File: config.mk
export PLATFORM = sky130hd
export DESIGN_NAME = pipeline_fetch_queue_flat
export DESIGN_NICKNAME = d
export VERILOG_FILES = /design/src/rtl/pipeline_pkg.sv /design/src/rtl/pipeline_fetch_queue_if.sv /design/src/rtl/pipeline_fifo_mem.sv /design/src/rtl/pipeline_fetch_queue.sv /design/src/flat_wrapper.sv
export SDC_FILE = /design/constraint.sdc
export NUM_CORES = 1
export LEC_CHECK = 0
export CORE_ASPECT_RATIO = 1.4
export CORE_MARGIN = 2
export CORE_UTILIZATION = 68
export DETAILED_ROUTE_END_ITERATION = 10
export DONT_BUFFER_PORTS = 1
export PLACE_DENSITY = 0.84
export REMOVE_ABC_BUFFERS = 1
export SETUP_SLACK_MARGIN = 0.02
export SKIP_CTS_REPAIR_TIMING = 1
export SYNTH_ARGS = -nofsm -noshare
export SYNTH_HDL_FRONTEND = slang
export SYNTH_SLANG_ARGS = --single-unit
File: constraint.sdc
create_clock -name clk -period 11.6 [get_ports clk]
set_input_delay 1.74 -clock clk [delete_from_list [all_inputs] [get_ports clk]]
set_output_delay 1.74 -clock clk [all_outputs]
set_load 0.02 [all_outputs]
File: src/rtl/pipeline_pkg.sv
// Shared fetch/decode definitions: bubble marker and the {pc, instruction} entry layout.
package pipeline_pkg;

  localparam int unsigned FQ_ADDR_WIDTH = 64;
  localparam int unsigned FQ_INSN_WIDTH = 32;

  localparam logic [FQ_INSN_WIDTH-1:0] BUBBLE_INSN = 32'd90;

  typedef struct packed {
    logic [FQ_ADDR_WIDTH-1:0] pc;
    logic [FQ_INSN_WIDTH-1:0] instruction;
  } fetch_entry_t;

endpackage

File: src/rtl/pipeline_fetch_queue_if.sv
// Fetch-to-decode handshake bundle; master drives fetch/decode controls, slave is the queue.
interface pipeline_fetch_queue_if #(
  parameter int unsigned ADDR_WIDTH = 64,
  parameter int unsigned INSN_WIDTH = 32,
  parameter int unsigned DEPTH      = 4
) ();
  logic                     in_valid;
  logic [ADDR_WIDTH-1:0]    in_pc;
  logic [INSN_WIDTH-1:0]    in_instruction;
  logic                     in_ready;
  logic                     out_valid;
  logic [ADDR_WIDTH-1:0]    out_pc;
  logic [INSN_WIDTH-1:0]    out_instruction;
  logic                     out_ready;
  logic                     flush;
  logic [$clog2(DEPTH):0]   count;

  modport master (
    output in_valid, in_pc, in_instruction, out_ready, flush,
    input  in_ready, out_valid, out_pc, out_instruction, count
  );

  modport slave (
    input  in_valid, in_pc, in_instruction, out_ready, flush,
    output in_ready, out_valid, out_pc, out_instruction, count
  );
endinterface

File: src/rtl/pipeline_fifo_mem.sv
// Entry storage for the fetch queue: synchronous write, asynchronous read.
module pipeline_fifo_mem
  import pipeline_pkg::*;
#(
  parameter int unsigned DEPTH = 4
) (
  input  logic                     clk,
  input  logic                     we,
  input  logic [$clog2(DEPTH)-1:0] waddr,
  input  fetch_entry_t             wdata,
  input  logic [$clog2(DEPTH)-1:0] raddr,
  output fetch_entry_t             rdata
);
  fetch_entry_t mem_q [DEPTH];

  always_ff @(posedge clk) begin
    if (we) mem_q[waddr] <= wdata;
  end

  assign rdata = mem_q[raddr];
endmodule

File: src/rtl/pipeline_fetch_queue.sv
// In-order fetch->decode queue dropping bubbles, with flush.
// Optional 0-cycle path when empty: `define PIPELINE_FETCH_QUEUE_BYPASS_EN.
module pipeline_fetch_queue
  import pipeline_pkg::*;
#(
  parameter int unsigned ADDR_WIDTH = FQ_ADDR_WIDTH,
  parameter int unsigned INSN_WIDTH = FQ_INSN_WIDTH,
  parameter int unsigned DEPTH      = 4
) (
  input  logic                  clk,
  input  logic                  reset,
  pipeline_fetch_queue_if.slave bus
);
  localparam int unsigned PW = $clog2(DEPTH);
  localparam int unsigned CW = PW + 1;

  logic [PW-1:0] head_q, head_d, tail_q, tail_d, rd_idx;
  logic [CW-1:0] count_q, count_d;
  fetch_entry_t  mirror_q, mirror_d, in_entry, rd_data;
  logic          not_bubble, in_ready, head_valid, push, pop, wr_en;
`ifdef PIPELINE_FETCH_QUEUE_BYPASS_EN
  logic          bypass;
`endif

  pipeline_fifo_mem #(.DEPTH(DEPTH)) u_mem (
    .clk   (clk),
    .we    (wr_en),
    .waddr (tail_q),
    .wdata (in_entry),
    .raddr (rd_idx),
    .rdata (rd_data)
  );

  always_comb begin
    in_entry.pc          = FQ_ADDR_WIDTH'(bus.in_pc);
    in_entry.instruction = FQ_INSN_WIDTH'(bus.in_instruction);
    not_bubble = (bus.in_instruction != BUBBLE_INSN);
    in_ready   = (count_q != CW'(DEPTH));
    head_valid = (count_q != '0);
    push       = bus.in_valid && in_ready && !bus.flush && not_bubble;
    pop        = head_valid && bus.out_ready && !bus.flush;
    rd_idx     = head_q + PW'(1);
`ifdef PIPELINE_FETCH_QUEUE_BYPASS_EN
    bypass     = (count_q == '0) && bus.in_valid && not_bubble && !bus.flush;
    wr_en      = push && !(bypass && bus.out_ready);
`else
    wr_en      = push;
`endif
  end

  // mirror_q tracks the entry that will sit at head after this edge, so out_* stay registered
  always_comb begin
    head_d   = head_q;
    tail_d   = tail_q;
    count_d  = count_q;
    mirror_d = mirror_q;
    if (bus.flush) begin
      head_d  = '0;
      tail_d  = '0;
      count_d = '0;
    end else begin
      if (wr_en) tail_d = tail_q + PW'(1);
      if (pop)   head_d = head_q + PW'(1);
      count_d = count_q + CW'(wr_en) - CW'(pop);
      if (wr_en && ((count_q == '0) || (pop && count_q == CW'(1))))
        mirror_d = in_entry;
      else if (pop && count_q > CW'(1))
        mirror_d = rd_data;
    end
  end

  always_ff @(posedge clk) begin
    if (reset) begin
      head_q               <= '0;
      tail_q               <= '0;
      count_q              <= '0;
      mirror_q.pc          <= '0;
      mirror_q.instruction <= BUBBLE_INSN;
    end else begin
      head_q   <= head_d;
      tail_q   <= tail_d;
      count_q  <= count_d;
      mirror_q <= mirror_d;
    end
  end

  always_comb begin
    bus.in_ready        = in_ready;
    bus.count           = count_q;
    bus.out_valid       = head_valid;
    bus.out_pc          = ADDR_WIDTH'(mirror_q.pc);
    bus.out_instruction = INSN_WIDTH'(mirror_q.instruction);
`ifdef PIPELINE_FETCH_QUEUE_BYPASS_EN
    if (bypass) begin
      bus.out_valid       = 1'b1;
      bus.out_pc          = bus.in_pc;
      bus.out_instruction = bus.in_instruction;
    end
`endif
  end
endmodule

File: src/flat_wrapper.sv
// flat-port wrapper written by rule: the top's interface ports become plain ports
module pipeline_fetch_queue_flat import pipeline_pkg::*;
#(
  parameter int unsigned ADDR_WIDTH = FQ_ADDR_WIDTH,
  parameter int unsigned INSN_WIDTH = FQ_INSN_WIDTH,
  parameter int unsigned DEPTH      = 4
)
  (clk, reset, bus_in_valid, bus_in_pc, bus_in_instruction, bus_out_ready, bus_flush, bus_in_ready, bus_out_valid, bus_out_pc, bus_out_instruction, bus_count);
  pipeline_fetch_queue_if #(.ADDR_WIDTH(ADDR_WIDTH), .INSN_WIDTH(INSN_WIDTH), .DEPTH(DEPTH)) bus_i ();
  input  logic clk;
  input  logic reset;
  input wire logic [$bits(bus_i.in_valid)-1:0] bus_in_valid;
  input wire logic [$bits(bus_i.in_pc)-1:0] bus_in_pc;
  input wire logic [$bits(bus_i.in_instruction)-1:0] bus_in_instruction;
  input wire logic [$bits(bus_i.out_ready)-1:0] bus_out_ready;
  input wire logic [$bits(bus_i.flush)-1:0] bus_flush;
  output wire logic [$bits(bus_i.in_ready)-1:0] bus_in_ready;
  output wire logic [$bits(bus_i.out_valid)-1:0] bus_out_valid;
  output wire logic [$bits(bus_i.out_pc)-1:0] bus_out_pc;
  output wire logic [$bits(bus_i.out_instruction)-1:0] bus_out_instruction;
  output wire logic [$bits(bus_i.count)-1:0] bus_count;
  assign bus_i.in_valid = bus_in_valid;
  assign bus_i.in_pc = bus_in_pc;
  assign bus_i.in_instruction = bus_in_instruction;
  assign bus_i.out_ready = bus_out_ready;
  assign bus_i.flush = bus_flush;
  assign bus_in_ready = bus_i.in_ready;
  assign bus_out_valid = bus_i.out_valid;
  assign bus_out_pc = bus_i.out_pc;
  assign bus_out_instruction = bus_i.out_instruction;
  assign bus_count = bus_i.count;
  pipeline_fetch_queue #(.ADDR_WIDTH(ADDR_WIDTH), .INSN_WIDTH(INSN_WIDTH), .DEPTH(DEPTH)) u_core (.clk(clk), .reset(reset), .bus(bus_i));
endmodule
# Yosys cells after proc, flatten, opt, wreduce, memory -nomap -nowiden
# Memory sizes are Yosys's and may differ from the RTL's.
# Cells that the tools add are included.
[classes]
bitwise = 1
muxes = 4
eq_ne = 3
multipliers = 0
reduce_logical = 15
shift = 0
n_addsub = 4
order_cmp = 1
div_mod_pow = 0
[ops]
columns = ["op", "n"]
rows = [
  ["96-bit two-way mux", 2],
  ["32-bit by 7-bit inequality test with 1-bit output, second input constant", 1],
  ["1-bit logical AND", 8],
  ["2-bit by 1-bit adder with 2-bit output, second input constant", 2],
  ["3-bit by 1-bit adder with 3-bit output", 1],
  ["3-bit by 1-bit equality test with 1-bit output, second input constant", 1],
  ["3-bit by 1-bit > comparator with 1-bit output, second input constant", 1],
  ["3-bit logical NOT", 1],
  ["3-bit inequality test, second input constant", 1],
  ["3-bit nonzero test", 1],
  ["3-bit by 1-bit subtractor with 3-bit output", 1],
  ["1-bit two-way mux", 2],
  ["2-bit AND reduction", 1],
  ["2-bit nonzero test", 1],
  ["2-bit OR reduction", 1],
  ["1-bit logical NOT", 1],
  ["1-bit logical OR", 1],
  ["1-bit NOT", 1],
]
[totals]
latchBits = 0
out_inout_bits = 101
mem_bits_rw = 384
mem_bits_ro = 0
memories = 1
wordCells = 34
regBits = 103
input_bits = 101
[memory_table]
columns = ["memory", "depth", "width", "rd", "rd_clocked_by_memory_dff", "write_ports", "line", "text"]
rows = [
  ["u_core.u_mem.mem_q", 4, 96, 1, 0, 1, "pipeline_fifo_mem.sv:14", "fetch_entry_t mem_q [DEPTH];"],
]

# Logic depth before layout (Yosys ltp)
# Gate-level depths: netlist (run 1).
[logic_depth]
depth_word = 8
depth_mapped = 9
depth_no_buf = 9

# By module
# From an unflattened synthesis (run 1), not the netlist that was laid out.
[hier_totals]
hier_cells = 1009
area_unflattened_um2 = 19083.3
[by_module_without_submodules]
columns = ["mod", "area_each_um2", "cells_each", "n_inst", "seq_area_each_um2"]
rows = [
  ["pipeline_fifo_mem", 13889.6, 506, 1, 11531.1],
  ["pipeline_fetch_queue", 5193.7, 503, 1, 2062.0],
]

# Worst setup path after synthesis (run 1)
# Ideal clock, no wire load.
[synth_timing]
path_type = "input-to-reg"
startpoint = "input port bus_in_instruction[6]"
endpoint = "memory u_core.u_mem.mem_q[0][0] (netlist bit), enable pin"
required_time_ns = 11.134
setup_time_ns = 0.466
path_stages = 5
n_path_buf = 1
setup_slack_ns = 6.274
t_arrival_ns = 4.860
path_cell_list = "nor4b_1 > and4_1 > buf_2 > a211oi_2 > and2_1"
[synth_between]
elab_chain_len = 4
[synth_lines]
columns = ["item", "line", "text"]
rows = [
  ["from (decl)", "flat_wrapper.sv:14", "input wire logic [$bits(bus_i.in_instruction)-1:0] bus_in_instruction;"],
  ["32-bit by 7-bit inequality test with 1-bit output", "pipeline_fetch_queue.sv:37", "not_bubble = (bus.in_instruction != BUBBLE_INSN);"],
  ["1-bit logical AND", "pipeline_fetch_queue.sv:40", "push = bus.in_valid && in_ready && !bus.flush && not_bubble;"],
  ["via u_core.push", "pipeline_fetch_queue.sv:20", "logic not_bubble, in_ready, head_valid, push, pop, wr_en;"],
  ["1-bit two-way mux", "pipeline_fifo_mem.sv:17", "if (we) mem_q[waddr] <= wdata;"],
  ["1-bit two-way mux (not written as such)", "pipeline_fifo_mem.sv:17", ""],
  ["to (decl)", "pipeline_fifo_mem.sv:14", ""],
]
# The timed path passes the listed nets, and every way through them passes these cells.

# Final worst setup path (run 1)
[layout_timing]
startpoint = "input port bus_in_instruction[3]"
endpoint = "memory u_core.u_mem.mem_q[0][90] (netlist bit), enable pin"
# Same word-level chain as after synthesis.

==> impl_metrics.toml, run 1 <==
[pwr]
vdd_drop_max_uv = 171
p_leak_nw = 6.17
switching_share_pct = 20.9
clock_power_share_pct = 40.1
pwr-share-comb_pct = 3.2
pwr-share-seq_pct = 56.7
p_total_mw = 3.52
p_switching_uw = 737
p_per_area_nw_per_um2 = 168
internal_power_mw = 2.78

[cells_and_area]
n_fill_cell = 1607
multi_input_area_um2 = 5420
final_util_pct = 74.2
nNetsFinal = 1106
area_growth_syn_to_layout_pct = 7.73
drive_gt1_share_pct = 25.7
insertedDiodeCount = 0
ff_latch_area_um2 = 13600

[synthesis]
syn_avg_cell_area_um2 = 19.0
yosys_most_used_dff = "edfxtp_1"
postSynth.asyncResetShare_pct = 0
synth_cells = 1028
ys_warn_count = 0
synth.distinct_cells = 34
synth-seq-cells = 487
synth_area_um2 = 19500
synth_edf_count = 384
yosysSeqAreaShare_pct = 69.7

[placed_design]
hpwl_um = 21800
io_buffers = 0
gp_congestion = 0.761

[grt]
grt_max_degree = 105
overflow = 0
grt_use_total_pct = 27.5
antenna_found_initial = 0
grt_pass1_vias = 9989
grt_pass1_wl_um = 62000

[cts]
numCtsBuffers = 43
root_buffer = "clkbuf_16"
htreeDepth = 2
clk_path_buf_depth = 3
cts.clk_slew.worst_paths_ps = 70
cts_tree = "yes"
clock_sinks = 487
clkLatencyLatePin_ps = 550

[sta]
setup_tns_ps = 0
maxClockFrequency_ghz = 0.237
slew_viol_final = 0
hold_viol = 0
slew_headroom_pct = 24.0
layout_min_cycle_time_ps = 4220
clock_skew_ps = 28.9
fin_crit_sh_pct = 36.4
tightest_slew_ps = 1140
setup-violations-final = 0
rsz0062_at_grt = "false"

[floorplan]
fp.dieArea_um2 = 30100
start_util_pct = 68.9
rows = 73
die_w_um = 147
core_um2 = 28300
die_h_um = 204
pin_count = 202

[run_status]
outcome = "finished clean"

[route]
viasPerCell = 6.95
drt-pass1-iter-count = 5
wl_per_cell_um = 29.3
antenna_left = 0
vias = 9763
drt-total-wl_um = 41100
drt-initial-drc-count = 815
route.detailed.drc = 0

[setup_path]
crit_type = "input pin to flop"
worst-r2r-setup-slack_ps = 7970
end_kind = "flop"
cp.arrival_ps = 4390
cp-start-kind = "input pin"
worstPathRequired_ps = 11760
crit_path_max_fanout = 57

[worst_hold_path]
hold_path_class = "flop to flop"

[job]
max_cap_violations = 0
[area by class of cell]
cell class              count  area share [%]
clock buffers              60            5.82
repair buffers             11           0.393
multi-input cells         440            25.8
inverters                  13           0.232
clock inverters            18           0.780
well taps                 375            2.23
flip-flops and latches    487            64.7
[critical path, cell delays in order]
cell and delay [ps]:
nor4bb_1 140, and4_4 330, a211oi_2 620, and2_4 670, buf_4 820
[stage by stage]
| step | setup slack, ps | cell area (um^2) | cells | hold slack (ps) |
|---|---|---|---|---|
| floorplan | 4900 | 19000 | 940 | 468 |
| global placement | 6830 | 19600 | 1326 | 491 |
| detailed placement | 6820 | 19600 | 1326 | 511 |
| CTS | 7390 | 21000 | 1404 | 520 |
| global route | 7250 | 21000 | 1404 | 551 |
| finish | 7380 | 21000 | 1404 | 529 |
[power by group through the flow]
stage               registers, mW  logic (mW)  clock network, mW
finish                       2.00       0.114               1.41
global route                 2.00       0.123               1.48
CTS                          2.00       0.114               1.42
detailed placement           2.03       0.113                  0
global placement             2.03       0.110                  0
floorplan                    2.02      0.0893                  0
[cell usage in the layout, fill, tap and decap left out, types with 4 or more instances in the layout]
cell and count:
nor3_1 4, nand2_1 5, clkinv_1 4, ha_1 8, buf_4 11, inv_1 13
a211oi_1 108, dfxtp_1 101, nor4_1 5, a211oi_2 81, clkinv_2 10, and2_4 4
clkbuf_1 11, mux2i_1 98, edfxtp_1 384, clkbuf_8 4, mux4_2 96, clkbuf_16 45
a31oi_1 4, nor2_1 6
[path summary, 6_finish.rpt]
| kind | startpoint | end | cells past startpoint |
|---|---|---|---|
| setup reg to reg | u_core.bus.count[1] | u_core.bus.out_instruction[19] | 7 |
| hold reg to reg | u_core.tail_q[0] | u_core.tail_q[0] | 2 |
| setup / recovery | bus_in_instruction[3] | u_core.u_mem.mem_q[0][90] | 5 |
| hold / removal | u_core.tail_q[0] | u_core.tail_q[0] | 2 |
[kinds of logic after synthesis]
group	count (synthesis)	synth area share, %
compound gates	197	9.66
xor+xnor	3	0.135
fa+ha+maj	9	0.616
buf+inv	101	2.68
flops	487	69.7
mux	194	16.1
simple gates	37	1.09
[flip-flops by register name (all words and copies together) (netlist names)]
signal / flops
u_core.u_mem.mem_q: 384
u_core.bus.out_pc: 64
u_core.bus.out_instruction: 32
u_core.bus.count: 3
u_core.head_q: 2
u_core.tail_q: 2
[synthesized netlist by cell type (all sizes together) (2+ instances only)]
master	n	area [um^2]
a211oi	189	1820
a31oi	4	25.0
and2	6	37.5
and4	2	17.5
buf	61	373
clkbuf	27	101
dfxtp	103	2060
edfxtp	384	11500
ha	8	100
inv	13	48.8
mux2i	98	981
mux4	96	2160
nand2	5	18.8
nor2	6	22.5
nor3	4	20.0
nor4	5	31.3
nor4b	2	17.5
xor2	3	26.3
[per-layer routing]
layer	global-route usage [%]	vias up	part of all wire, %
li1	-	4183	-
met1	36.1	5055	37
met2	46.6	459	52
met3	6.81	66	9.0
met4	7.83	0	2.4
met5	0	-	0
No activity file was read; power rests on OpenSTA's default activity.
==> run 2: changes to the inputs <==
--- a/config.mk
+++ b/config.mk
@@ -7,10 +7,10 @@
 export LEC_CHECK = 0
 export CORE_ASPECT_RATIO = 1.4
 export CORE_MARGIN = 2
-export CORE_UTILIZATION = 68
+export CORE_UTILIZATION = 63
 export DETAILED_ROUTE_END_ITERATION = 10
 export DONT_BUFFER_PORTS = 1
-export PLACE_DENSITY = 0.84
+export PLACE_DENSITY = 0.79
 export REMOVE_ABC_BUFFERS = 1
 export SETUP_SLACK_MARGIN = 0.02
 export SKIP_CTS_REPAIR_TIMING = 1
==> constraint.sdc (replaced) <==
create_clock -name clk -period 4.1 [get_ports clk]
set_input_delay 0.615 -clock clk [delete_from_list [all_inputs] [get_ports clk]]
set_output_delay 0.615 -clock clk [all_outputs]
set_load 0.02 [all_outputs]
==> impl_metrics.toml, run 2 (synthesis gave the netlist of run 1 again) <==
[grt]
grt_pass1_wl_um = 60200
grt_max_degree = 105
antenna_found_initial = 0
grt_use_total_pct = 24.7
grt_pass1_vias = 9911
overflow = 0

[route]
route.detailed.drc = 0
antenna_left = 0
drt-pass1-iter-count = 5
wl_per_cell_um = 27.8
drt-initial-drc-count = 835
vias = 9632
drt-total-wl_um = 39900
viasPerCell = 6.71

[sta]
rsz0062_at_grt = "false"
slew_viol_final = 0
hold_viol = 0
fin_crit_sh_pct = 62.4
layout_min_cycle_time_ps = 2560
tightest_slew_ps = 1000
slew_headroom_pct = 33.2
clock_skew_ps = 24.8
maxClockFrequency_ghz = 0.391
setup-violations-final = 0
worst_slack_ps = 1540

[cells_and_area]
n_fill_cell = 1877
largest_register_ffs = 384
instances_no_fill = 1436
final_common_cell = "edfxtp_1"
final_cell_mix = "edfxtp_1 (384), a211oi_1 (108), dfxtp_1 (101)"
max_flop_register = "u_core.u_mem.mem_q"
area_growth_syn_to_layout_pct = 9.52
drive_gt1_share_pct = 26.6
nNetsFinal = 1119
insertedDiodeCount = 0
ff_latch_area_um2 = 13600
multi_input_area_um2 = 5420
final_area_um2 = 21400

[setup_path]
crit_type = "flop to flop"
cp.arrival_ps = 2960
cp_num_buf_inv = 2
worstPathRequired_ps = 4500
worstPathCellList = "inv_1 > ha_1 > a21bo_2 > and3_4 > buf_4 > mux2i_1 > a211oi_2"
slowest_delay_ps = 530
crit_path_max_fanout = 22
end_kind = "flop"
cp-start-kind = "flop"
cp_top_family = "buffers and inverters"
cpMaxStageDelayCell = "dfxtp_1"

[job]
max_cap_violations = 0

[floorplan]
rows = 76
core_um2 = 30600
pin_count = 202
die_h_um = 212
start_util_pct = 63.7
fp.dieArea_um2 = 32400
die_w_um = 153

[pwr]
p_leak_nw = 6.32
vdd_drop_max_uv = 393
p_per_area_nw_per_um2 = 479

[worst_hold_path]
hold_path_class = "input pin to flop"

[cts]
clock_sinks = 487
htreeDepth = 2
root_buffer = "clkbuf_16"
cts_tree = "yes"
clk_path_buf_depth = 3
cts.clk_slew.worst_paths_ps = 60
numCtsBuffers = 45
clkLatencyLatePin_ps = 570

[placed_design]
io_buffers = 0
post_dp_cell_area_um2 = 19800
placed_cells = 1352
hpwl_um = 23200
gp_congestion = 0.768
dp_slack_ps = 1030

[run_status]
outcome = "finished clean"
## run 2: cell count changes in the layout (fill, tap and decap cells not counted)
cell and change:
buf_12 +9, clkbuf_1 +6, clkinv_2 -4, clkbuf_16 +3, clkinv_1 -3, buf_4 +2, clkbuf_8 +2, bufinv_16 +1
inv_8 +1
## run 2: worst register-to-register path, stage by stage, from the launching register on
cell and delay [ps]:
dfxtp_1 530, inv_1 180, ha_1 220, a21bo_2 230, and3_4 390, buf_4 440
mux2i_1 320, a211oi_2 100
## run 2: layout make-up
type / count / share of cell area [%]
clock buffers: 71 / 6.31
well taps: 390 / 2.28
repair buffers: 22 / 1.30
inverters: 13 / 0.228
multi-input cells: 440 / 25.4
flip-flops and latches: 487 / 63.7
clock inverters: 13 / 0.814
## run 2: where the power goes
part	total, mW	internal (mW)	leakage [nW]	switching, mW
registers	5.64	5.47	4.34	0.175
logic	0.321	0.139	1.24	0.183
clock network	4.27	2.52	0.747	1.76
## run 2: metal layers
layer | GRT usage (%) | up-vias | part of all wire [%]
met5 | 0 | - | 0
met4 | 8.81 | 0 | 2.9
met3 | 5.71 | 59 | 7.4
met2 | 40.9 | 351 | 51
met1 | 32.6 | 5006 | 39
li1 | - | 4216 | -
## run 2: worst paths after layout
check                      startpoint                     to  slack, ps  cells after the start
setup / recovery  u_core.bus.count[1]  u_core.bus.out_pc[17]       1540                      7
hold / removal                  reset  u_core.bus.out_pc[53]        120                      1
setup reg to reg  u_core.bus.count[1]  u_core.bus.out_pc[17]       1540                      7
hold reg to reg      u_core.tail_q[0]       u_core.tail_q[0]        520                      2
## run 2: through the flow
stage	setup TNS, ps	utilization (%)	total power [mW]	hold slack, ps
after floorplan	-509850	-	5.97	468
after global placement	0	64.8	6.06	509
after detailed placement	0	64.8	6.07	507
after CTS	0	69.8	10.3	93.2
after global routing	0	69.8	10.5	98.3
final	0	69.8	10.2	120
==> run 3: changes to the inputs <==
==> constraint.sdc (replaced) <==
create_clock -name clk -period 2.6 [get_ports clk]
set_input_delay 0.39 -clock clk [delete_from_list [all_inputs] [get_ports clk]]
set_output_delay 0.39 -clock clk [all_outputs]
set_load 0.02 [all_outputs]
==> impl_metrics.toml, run 3 (synthesis gave the netlist of run 1 again) <==
[grt]
overflow = 0
grt_max_degree = 105
antenna_found_initial = 1
grt_pass1_wl_um = 62100
grt_use_total_pct = 25.3
grt_pass1_vias = 10293

[cells_and_area]
nNetsFinal = 1237
n_fill_cell = 1815
multi_input_area_um2 = 5420
ff_latch_area_um2 = 13600
max_flop_register = "u_core.u_mem.mem_q"
largest_register_ffs = 384
area_growth_syn_to_layout_pct = 15.8
final_cell_mix = "edfxtp_1 (384), a211oi_1 (108), dfxtp_1 (101)"
drive_gt1_share_pct = 25.4
final_common_cell = "edfxtp_1"

[cts]
numCtsBuffers = 45
root_buffer = "clkbuf_16"
clock_sinks = 487
clk_path_buf_depth = 3
cts_tree = "yes"
cts.clk_slew.worst_paths_ps = 60
clkLatencyLatePin_ps = 560
htreeDepth = 2

[route]
drt-total-wl_um = 43500
antenna_left = 0
vias = 10376
viasPerCell = 6.68
route.detailed.drc = 0
drt-initial-drc-count = 905
drt-pass1-iter-count = 4
wl_per_cell_um = 28.0

[setup_path]
cp-start-kind = "flop"
worstPathCellList = "inv_1 > ha_1 > a21bo_2 > and3_4 > buf_4 > mux2i_1 > a211oi_1"
cpMaxStageDelayCell = "dfxtp_1"
worst-r2r-setup-slack_ps = 250
slowest_delay_ps = 530
crit_path_max_fanout = 21
crit_type = "flop to flop"
end_kind = "flop"
cp.arrival_ps = 2790
worstPathRequired_ps = 3050

[pwr]
p_per_area_nw_per_um2 = 706
switching_share_pct = 21.4
p_total_mw = 15.9
clock_power_share_pct = 39.6
pwr-share-seq_pct = 55.7
vdd_drop_max_uv = 602
internal_power_mw = 12.5
pwr-share-comb_pct = 4.6
p_switching_mw = 3.41
p_leak_nw = 6.83

[worst_hold_path]
hold_path_class = "input pin to flop"

[floorplan]
pin_count = 202
rows = 76
die_h_um = 212
fp.dieArea_um2 = 32400
core_um2 = 30600
start_util_pct = 63.7
die_w_um = 153

[sta]
slew_viol_final = 0
hold_ws_ps = -84.8
tightest_slew_ps = 609
hold_viol = 14
rsz0062_at_grt = "false"
maxClockFrequency_ghz = 0.426
clock_skew_ps = 14.9
slew_headroom_pct = 58.9
layout_min_cycle_time_ps = 2350
fin_crit_sh_pct = 90.3
setup_tns_ps = 0
setup-violations-final = 0

[run_status]
outcome = "finished with violations"
violations = "negative hold slack"

[placed_design]
gp_congestion = 0.784
io_buffers = 0
hpwl_um = 23200

[job]
max_cap_violations = 0
==> run 3: changes by cell type in the layout (fill, tap and decap cells not counted), moves of 2 or more <==
cell,delta
dlygate4sd3_1,+99
buf_12,+16
clkinv_1,+4
buf_4,+3
clkbuf_1,-3
clkbuf_16,-3
bufinv_16,-2
==> run 3: metal layers <==
| metal | track usage (%) | share of wire, % | wire, um | vias up |
|---|---|---|---|---|
| met5 | 0 | 0 | 0 | - |
| met4 | 9.51 | 3.3 | 1430 | 0 |
| met3 | 6.99 | 8.0 | 3470 | 93 |
| met2 | 43.5 | 51 | 22200 | 457 |
| met1 | 31.0 | 38 | 16300 | 5362 |
| li1 | - | - | - | 4464 |
==> run 3: final timing paths <==
| path | endpoint | start | cells after the start |
|---|---|---|---|
| setup / recovery | u_core.bus.out_pc[39] | u_core.bus.count[1] | 7 |
| hold / removal | u_core.bus.out_pc[53] | reset | 1 |
| setup reg to reg | u_core.bus.out_pc[39] | u_core.bus.count[1] | 7 |
| hold reg to reg | u_core.tail_q[1] | u_core.tail_q[1] | 2 |
==> run 3: layout make-up <==
cell class              count  share of cell area [%]
inverters                  13                   0.216
repair buffers            140                    7.14
clock buffers              65                    5.58
clock inverters            18                   0.654
diodes                      1                  0.0111
multi-input cells         440                    24.0
flip-flops and latches    487                    60.2
well taps                 390                    2.16
==> run 3: through the flow <==
| stage | cell area (um^2) | instances | utilization (%) | worst slack (ps) |
|---|---|---|---|---|
| CTS | 21600 | 1454 | 70.5 | 277 |
| global route | 22600 | 1554 | 73.8 | 163 |
| finish | 22600 | 1554 | 73.8 | 253 |
| global placement | 20200 | 1371 | 65.9 | 230 |
| floorplan | 19000 | 940 | - | -2750 |
| detailed placement | 20200 | 1371 | 65.9 | 111 |
==> run 3: worst max-delay path, delay by kind of cell, from the launching register on <==
kind,cells,cell delay (ps)
buf+inv,2,550
flops,1,530
compound gates,2,510
simple gates,1,260
fa+ha+maj,1,220
mux,1,150
==> run 3: power groups by stage <==
stage / combinational, mW / clock, mW / sequential, mW
global placement: 0.543 / 0 / 9.05
CTS: 0.560 / 6.42 / 8.90
global route: 0.798 / 6.70 / 8.91
floorplan: 0.398 / 0 / 9.02
detailed placement: 0.557 / 0 / 9.06
finish: 0.742 / 6.32 / 8.89
